**src/rtl/live_sim_pkg.sv**
```systemverilog
// Shared types and defaults for the live-spill sequencer: state encoding,
// counter width defaults and a small state classification helper.
package live_sim_pkg;

    localparam int CNT_W_DEF = 32;
    localparam int NSP_W_DEF = 16;

    typedef enum logic [2:0] {
        ST_IDLE  = 3'd0,
        ST_DELAY = 3'd1,
        ST_ON    = 3'd2,
        ST_OFF   = 3'd3,
        ST_DONE  = 3'd4
    } state_e;

    function automatic logic is_busy(state_e s);
        return (s == ST_DELAY) || (s == ST_ON) || (s == ST_OFF);
    endfunction

endpackage

```
**src/rtl/live_sim_timer.sv**
```systemverilog
// Loadable down-counter with a zero flag; the count is the number of cycles
// still to run in the current interval after the present one.
module live_sim_timer #(
    parameter int W = 32
) (
    input  logic         clk,
    input  logic         rst_n,
    input  logic         load,
    input  logic         en,
    input  logic [W-1:0] load_val,
    output logic [W-1:0] cnt,
    output logic         zero
);

    always_ff @(posedge clk or negedge rst_n) begin
        if (!rst_n) begin
            cnt <= '0;
        end else if (load) begin
            cnt <= load_val;
        end else if (en && (cnt != '0)) begin
            cnt <= cnt - W'(1);
        end
    end

    assign zero = (cnt == '0);

endmodule

```
**src/rtl/live_sim_sequencer.sv**
```systemverilog
// Spill sequencer: after a start and an initial delay, produces a periodic
// live gate with spill start/end pulses for a programmed number of spills.
module live_sim_sequencer
    import live_sim_pkg::*;
#(
    parameter int CNT_W = CNT_W_DEF,
    parameter int NSP_W = NSP_W_DEF
) (
    input  logic             clk,
    input  logic             rst_n,
    input  logic [CNT_W-1:0] cfg_period,
    input  logic [CNT_W-1:0] cfg_on,
    input  logic [CNT_W-1:0] cfg_delay,
    input  logic [NSP_W-1:0] cfg_nspill,
    input  logic             start,
    input  logic             stop,
    output logic             out_live,
    output logic             out_spill_start,
    output logic             out_spill_end,
    output logic             busy,
    output logic             done,
    output logic             cfg_err,
    output logic [NSP_W-1:0] spill_cnt,
    output logic [2:0]       state_dbg
);

    state_e           state, nxt;
    logic [CNT_W-1:0] on_r, off_r, off_eff, ld_val, tmr_cnt;
    logic [NSP_W-1:0] nsp_r, cnt_inc;
    logic             ld, tmr_en, tmr_zero, accept, reject, period_end;
    logic             ss_nxt, se_nxt, next_last, cfg_ok;

    assign cfg_ok  = (cfg_period != '0) && (cfg_on != '0) && (cfg_on <= cfg_period);
    assign cnt_inc = (spill_cnt == '1) ? spill_cnt : spill_cnt + NSP_W'(1);
    assign tmr_en  = is_busy(state);

    live_sim_timer #(.W(CNT_W)) u_timer (
        .clk      (clk),
        .rst_n    (rst_n),
        .load     (ld),
        .en       (tmr_en),
        .load_val (ld_val),
        .cnt      (tmr_cnt),
        .zero     (tmr_zero)
    );

    always_comb begin
        nxt        = state;
        ld         = 1'b0;
        ld_val     = '0;
        accept     = 1'b0;
        reject     = 1'b0;
        period_end = 1'b0;
        ss_nxt     = 1'b0;
        case (state)
            ST_IDLE, ST_DONE: begin
                if (stop) begin
                    nxt = ST_IDLE;
                end else if (start) begin
                    if (!cfg_ok) begin
                        reject = 1'b1;
                        nxt    = ST_IDLE;
                    end else begin
                        accept = 1'b1;
                        ld     = 1'b1;
                        if (cfg_delay == '0) begin
                            nxt    = ST_ON;
                            ld_val = cfg_on - CNT_W'(1);
                            ss_nxt = 1'b1;
                        end else begin
                            nxt    = ST_DELAY;
                            ld_val = cfg_delay - CNT_W'(1);
                        end
                    end
                end
            end
            ST_DELAY: begin
                if (stop) begin
                    nxt = ST_IDLE;
                end else if (tmr_zero) begin
                    nxt    = ST_ON;
                    ld     = 1'b1;
                    ld_val = on_r - CNT_W'(1);
                    ss_nxt = 1'b1;
                end
            end
            ST_ON: begin
                if (stop) begin
                    nxt = ST_IDLE;
                end else if (tmr_zero) begin
                    if (off_r != '0) begin
                        nxt    = ST_OFF;
                        ld     = 1'b1;
                        ld_val = off_r - CNT_W'(1);
                    end else begin
                        period_end = 1'b1;
                    end
                end
            end
            ST_OFF: begin
                if (stop) begin
                    nxt = ST_IDLE;
                end else if (tmr_zero) begin
                    period_end = 1'b1;
                end
            end
            default: nxt = ST_IDLE;
        endcase
        // A finished period either completes the run or starts the next spill at once.
        if (period_end) begin
            if ((nsp_r != '0) && (cnt_inc == nsp_r)) begin
                nxt = ST_DONE;
            end else begin
                nxt    = ST_ON;
                ld     = 1'b1;
                ld_val = on_r - CNT_W'(1);
                ss_nxt = 1'b1;
            end
        end
    end

    // Outputs are registered, so the "last cycle of period" must be known one cycle early.
    assign off_eff   = accept ? (cfg_period - cfg_on) : off_r;
    assign next_last = ld ? (ld_val == '0) : (tmr_cnt == CNT_W'(1));
    assign se_nxt    = next_last &&
                       ((nxt == ST_OFF) || ((nxt == ST_ON) && (off_eff == '0)));

    always_ff @(posedge clk or negedge rst_n) begin
        if (!rst_n) begin
            state           <= ST_IDLE;
            on_r            <= '0;
            off_r           <= '0;
            nsp_r           <= '0;
            out_live        <= 1'b0;
            out_spill_start <= 1'b0;
            out_spill_end   <= 1'b0;
            busy            <= 1'b0;
            done            <= 1'b0;
            cfg_err         <= 1'b0;
            spill_cnt       <= '0;
        end else begin
            state           <= nxt;
            out_live        <= (nxt == ST_ON);
            out_spill_start <= ss_nxt;
            out_spill_end   <= se_nxt;
            busy            <= is_busy(nxt);
            done            <= (nxt == ST_DONE);
            if (accept) begin
                on_r      <= cfg_on;
                off_r     <= cfg_period - cfg_on;
                nsp_r     <= cfg_nspill;
                cfg_err   <= 1'b0;
                spill_cnt <= '0;
            end else if (reject) begin
                cfg_err <= 1'b1;
            end
            if (period_end) begin
                spill_cnt <= cnt_inc;
            end
        end
    end

    assign state_dbg = state;

endmodule
```
**config.mk**
```make
export PLATFORM = sky130hd
export DESIGN_NAME = live_sim_sequencer
export DESIGN_NICKNAME = d
export VERILOG_FILES = /design/src/rtl/live_sim_pkg.sv /design/src/rtl/live_sim_timer.sv /design/src/rtl/live_sim_sequencer.sv
export SDC_FILE = /design/constraint.sdc
export NUM_CORES = 1
export LEC_CHECK = 0
export CORE_UTILIZATION = 50
export DETAILED_ROUTE_END_ITERATION = 6
export PLACE_DENSITY = 0.72
export SLEW_MARGIN = 5
export SYNTH_ARGS = -nofsm -noshare
export SYNTH_HDL_FRONTEND = slang
export SYNTH_SLANG_ARGS = --single-unit
```
**constraint.sdc**
```tcl
create_clock -name clk -period 5.4 [get_ports clk]
set_input_delay 1.08 -clock clk [delete_from_list [all_inputs] [get_ports clk]]
set_output_delay 1.08 -clock clk [all_outputs]
set_load 0.05 [all_outputs]
```
### Word level (Yosys, flattened, before mapping)

Index checks and enable logic that the tools add are counted.

* output and inout port bits: 25
* bits in registers: 137

* multiplexer cells: 61
* add/subtract/negate cells: 7
* reduce and logical (&&, ||, !) cells: 25
* order comparisons: 1
* equal/unequal tests: 11

Operator list (number)
* $mux W32: 14
* $sub A32 B1 Y32 const B: 5
* $logic_not A32 Y1: 4
* $reduce_bool A32 Y1: 4
* $pmux W32 S3: 1
* $mux W16: 3
* $eq A32 B1 Y1 const B: 1
* $le A32 B32 Y1: 1
* $sub A32 B32 Y32: 1
* $mux W3: 10
* $mux W1: 27
* $add A16 B1 Y16 const B: 1
* $eq A16 B16 Y1: 1
* $eq A16 B16 Y1 const B: 1
* $reduce_bool A16 Y1: 1
* $eq A3 B2 Y1 const B: 4
* $pmux W3 S4: 1
* $eq A3 B1 Y1 const B: 2
* $eq A3 B3 Y1 const B: 2
* $logic_and A1 B1 Y1: 6
* $reduce_bool A2 Y1: 3
* $logic_or A1 B1 Y1: 5
* $mux W2: 2
* $pmux W1 S2: 2
* other kinds (3): 3

### Depth between registers and ports, before layout

* word-level depth: 12
* depth in mapped cells: 22

### Hierarchy

Synthesis repeated with hierarchy kept, for this count alone.

* cell total of the unflattened synthesis: 1628
* area total of the unflattened synthesis: 12537.0 sq um

By module, submodules not included
* live_sim_sequencer: times used 1, seq. area each 2627.5 sq um, area each 10470.0 sq um, cells each 1404
* live_sim_timer: times used 1, seq. area each 800.8 sq um, area each 2067.0 sq um, cells each 224

### Worst setup path after synthesis

No wires, ideal clock.

* path kind: input port to flip-flop
* start point: input port cfg_delay[7]
* end point: register out_spill_end
* setup slack: -0.170 ns
* stages: 22
* setup time: 0.087 ns
* data required time: 5.313 ns
* buffers on the path: 5
* arrival time: 5.483 ns
* cell sequence: clkbuf_1 or3_1 nor4_4 and4_1 buf_6 buf_2 buf_2 buf_2 a21oi_1 ha_1 or3b_2 nor2_1 nand3_1 mux2i_1 o311ai_0 a21oi_1 o221ai_1 nor4_1 nand4_1 or4_1 or4_1 a22oi_1

* longest elaborated chain between the ends: 11

Ends and longest elaborated chain
* from (decl): RTL line live_sim_sequencer.sv:13 `input logic [CNT_W-1:0] cfg_delay,`
* $sub A32 B1 Y32 or $logic_not A32 Y1 (tied branches): RTL line live_sim_sequencer.sv:72, live_sim_sequencer.sv:66
* $mux W32 or $mux W2 (tied branches): RTL line live_sim_sequencer.sv:66 `if (cfg_delay == '0) begin`
* $mux W32 or $mux W2 (tied branches): RTL line live_sim_sequencer.sv:60 `if (!cfg_ok) begin`
* $mux W32 or $mux W3 (tied branches): RTL line live_sim_sequencer.sv:59 `end else if (start) begin`
* $mux W32 or $mux W3 (tied branches): RTL line live_sim_sequencer.sv:57 `if (stop) begin`
* $pmux W32 S3 or $pmux W3 S4 (tied branches): RTL line live_sim_sequencer.sv:55 `case (state)`
* $mux W32 or $mux W3 (tied branches): RTL line live_sim_sequencer.sv:111, live_sim_sequencer.sv:110
* $mux W32 or $eq A3 B2 Y1 (tied branches): RTL line live_sim_sequencer.sv:110, live_sim_sequencer.sv:126
* $logic_not A32 Y1 or $logic_and A1 B1 Y1 (tied branches): RTL line live_sim_sequencer.sv:124, live_sim_sequencer.sv:126
* $mux W1 or $logic_or A1 B1 Y1 (tied branches): RTL line live_sim_sequencer.sv:124, live_sim_sequencer.sv:126
* $logic_and A1 B1 Y1 (*): RTL line live_sim_sequencer.sv:125 `assign se_nxt = next_last &&`
* via se_nxt: RTL line live_sim_sequencer.sv:31 `logic ss_nxt, se_nxt, next_last, cfg_ok;`
* to (signal assigned): RTL line live_sim_sequencer.sv:145 `out_spill_end <= se_nxt;`
* to (decl): RTL line live_sim_sequencer.sv:19 `output logic out_spill_end,`

The timed path passes the listed nets; every way through them passes the cells marked *.
A chain may end at the register's enable or synchronous reset.

### Worst setup path in the final report

* start point: input port cfg_delay[19]
* end point: register out_spill_end

Same word-level chain as after synthesis.

==> flow_summary_export.csv <==
group,metric,value,unit
critical_path,crit_required,5760,ps
routing,wl_met3,4204,microns
placed_design,portBuffers,140,
hold_path,hold_end,"on_r[31]",
yosys,syn_avg_cell_area,7.596,sq um
sta,worst_pin_slew,1188,ps
hold_path,hold_path_depth,2,
hold_path,hp-class,"flop to flop",
placed_design,gp_congestion,1.010,
clock_tree,ctsHoldBuffers,0,
sta,slew_headroom,20.06,%
sta,clock_skew,12.10,ps
grt,grt_max_degree,97,
routing,via_per_inst,6.259,
routing,met2_wirelength,21350,microns
cells_and_area,layout.nets,2018,
grt,track_usage,38.19,%
clock_tree,cts-buffers-inserted,17,
status,status,"finished clean",
yosys,seq_area_frac_synth,28.40,%
yosys,mappedNetlistArea,12070,sq um
critical_path,r2r_cells,13,
yosys,ys_types,84,
critical_path,cp-end-kind,"flop",
pwr,power.density,291.8,nW/um^2
critical_path,path_class,"input pin to flop",
clock_tree,clk-insertion-delay-late,440,ps
floorplan,design.die.area,24770,sq um
floorplan,die_h,157.4,microns
yosys,syn-num-nets,1745,
critical_path,crit_path_start_kind,"input pin",
routing,met1Wirelength,19970,microns
grt,grt_antenna_before_repair,0,
floorplan,core-area,23540,sq um
grt,grt_pass1_vias,12740,
yosys,synth_edf_count,0,
flow_run,maxCapViolations,0,
critical_path,critical_path_arrival,5640,ps
routing,antenna_left,0,
clock_tree,cts_buffer_depth,2,
sta,min_period,5283,ps
sta,drv_slew,0,
floorplan,dieWidth,157.4,microns
pwr,leakage,0.006539,uW
hold_path,min-delay-start,"on_r[31]",
placed_design,dp_slack,-371.2,ps
clock_tree,htree_num_levels,4,
pwr,vdd_ir_drop_max,0.0002285,V
floorplan,floorplan.initialDensity,51.27,%
sta,timing.final.ws_setup,116.9,ps
critical_path,crit_fanout,4,
yosys,synth_seq_cells,137,
routing,drc_errors,0,
critical_path,r2r-end,"out_spill_end",
routing,vias,13730,
cells_and_area,drive_above_1_share,14.77,%
clock_tree,cts.sink_count,137,
floorplan,io-pin-count,141,
routing,routed_wl,46950,microns
cells_and_area,n_antenna_cell,0,
yosys,async_flop_share,100.0,%
clock_tree,cts_tree,"yes",
routing,wl_per_cell,21.40,microns
cells_and_area,area_growth,30.39,%
routing,dr.max_layer_used,"met4",
yosys,synthFlopType,"dfrtp_1",
routing,dr.pass1.iters,7,
floorplan,rows,56,
sta,fin_setup_tns,0,ps
clock_tree,cts_root_buf,"clkbuf_16",
grt,grt_pass1_wl,71430,microns
grt,grt-ovfl-total,0,
sta,post-route-period-util,97.84,%
sta,setup_violations,0,
placed_design,dp_hpwl,37960,microns
yosys,ys_warn_count,0,
sta,hold_violations,0,
critical_path,rrSetupSlack,330,ps
critical_path,r2r-start,"spill_cnt[0]",
clock_tree,cts.clk_slew.worst_paths,60,ps
routing,drtIter0Drc,1395,
sta,fmax,0.1893,GHz
yosys,syn_inst,1589,
## stage by stage
stage	hold slack (ps)	instance area, sq um	std cells	power (uW)	util, %
detailed placement	507.2	15070	2162	3275	64.02
floorplan	469.2	12090	1589	2592	-
global route	530.7	15740	2194	4813	66.85
finish	517.1	15740	2194	4592	66.85
CTS	521.4	15690	2194	4532	66.64
global placement	474.4	15070	2162	3224	64.02
## per-layer routing
| layer | track usage [%] | up-vias |
|---|---|---|
| li1 | - | 6364 |
| met1 | 51.65 | 6554 |
| met2 | 60.72 | 715 |
| met3 | 7.241 | 99 |
| met4 | 13.08 | 0 |
| met5 | 0 | - |
## cells by family (layout without fill, tap and decap cells)
logic type	after synthesis	in the layout	synth area share, %
AND/OR/NAND/NOR	703	703	29.62
XOR/XNOR	143	143	10.38
buffers and inverters	141	427	4.592
AO/OA/AOI/OAI	409	409	21.44
multiplexers	16	16	1.368
flip-flops	137	137	28.40
adder cells (fa/ha/maj)	40	40	4.209
## where the power goes
part	switching (uW)	total, uW	internal [uW]
Combinational	877	1610	730
Clock	528	1270	740
Sequential	413	1720	1300
Total	1820	4590	2770
## synthesized netlist by cell type, drive strengths merged, types with 14 or more instances
cell type	count	area (sq um)
and3	15	93.84
clkbuf	60	227.7
nor2	140	530.5
a211oi	16	120.1
nor4	59	390.4
a21oi	98	490.5
xor2	51	446.7
or3	37	231.5
nand4	35	234.0
xnor2	92	805.8
nand2	217	814.5
nand3	35	175.2
buf	17	86.33
o21ai	127	635.6
o22ai	20	125.1
a31oi	19	125.1
inv	64	240.2
dfrtp	137	3428
or4	25	195.2
a21o	16	120.1
o21a	14	105.1
nor3	65	335.3
ha	39	488.0
## critical path, cell delays in order
cell and delay (ps):
clkdlybuf4s50_1 460, or4_4 620, nor4_4 310, and4_4 300, a21oi_1 90, ha_1 210, nor3b_1 160, nand2_1 100
a311oi_1 60, buf_4 160, nor2b_2 170, a21oi_2 130, o221ai_2 120, nor4_2 300, nand4_1 130, or4_1 530
or4_4 520, a22oi_2 160
## how the worst max path moves through the flow
stage	from	endpoint	slack, ps
2_1_floorplan	cfg_delay[7]	out_spill_end	20
3_3_place_gp	cfg_delay[22]	out_spill_end	-270
3_5_place_dp	cfg_delay[22]	out_spill_end	-370
4_1_cts	cfg_delay[22]	out_spill_end	50
5_1_grt	cfg_delay[23]	out_spill_end	-10
6_report	cfg_delay[19]	out_spill_end	120
## cell usage in the layout (no fill, tap or decap), types with 6 or more instances in the layout
cell / synthesis / routed
a21oi_1: 98 / 96
nand2b_1: 7 / 7
nor2b_1: 8 / 8
nor3_1: 63 / 63
o2111ai_1: 6 / 6
o22ai_1: 20 / 20
or3_1: 37 / 36
a21o_1: 16 / 16
o21ai_0: 126 / 126
nand3_1: 35 / 35
a31oi_1: 18 / 18
mux2i_1: 12 / 11
nor4_1: 57 / 56
clkbuf_16: 0 / 17
nand2_1: 217 / 217
or2_2: 12 / 12
o31a_1: 6 / 6
and3_1: 15 / 15
a311oi_1: 9 / 9
nand3b_1: 9 / 9
clkdlybuf4s50_1: 0 / 139
nand4_1: 34 / 34
nor3b_1: 8 / 8
and4_1: 7 / 6
xor2_1: 51 / 51
o211ai_1: 11 / 11
o21a_1: 14 / 13
o31ai_1: 6 / 6
or4_1: 23 / 20
nor2_1: 138 / 136
dfrtp_1: 137 / 137
ha_1: 39 / 39
nor4b_1: 6 / 6
buf_4: 0 / 187
xnor2_1: 92 / 92
a21boi_0: 7 / 7
inv_1: 64 / 64
a211oi_1: 16 / 16
## state kept, by name (all words and copies together) (netlist names)
| signal | cells |
|---|---|
| done | 1 |
| u_timer.cnt | 32 |
| out_live | 1 |
| cfg_err | 1 |
| spill_cnt | 16 |
| out_spill_end | 1 |
| on_r | 32 |
| off_r | 32 |
| out_spill_start | 1 |
| busy | 1 |
| state_dbg | 3 |
| nsp_r | 16 |
## area by class of cell
cell class / count / area (sq um)
clock inverters: 14 / 187.7
clock buffers: 18 / 429.2
well taps: 319 / 399.1
repair buffers: 331 / 2887
flip-flops and latches: 137 / 3428
fillers: 2103 / 7804
multi-input cells: 1311 / 8168
inverters: 64 / 240.2
## repair_timing
item | 4_1_cts | 5_1_grt
setup endpoints to repair | 0 | 1
resized for setup | 0 | 13
setup buffers | 0 | 1
Power figures use the tool's default switching activity.
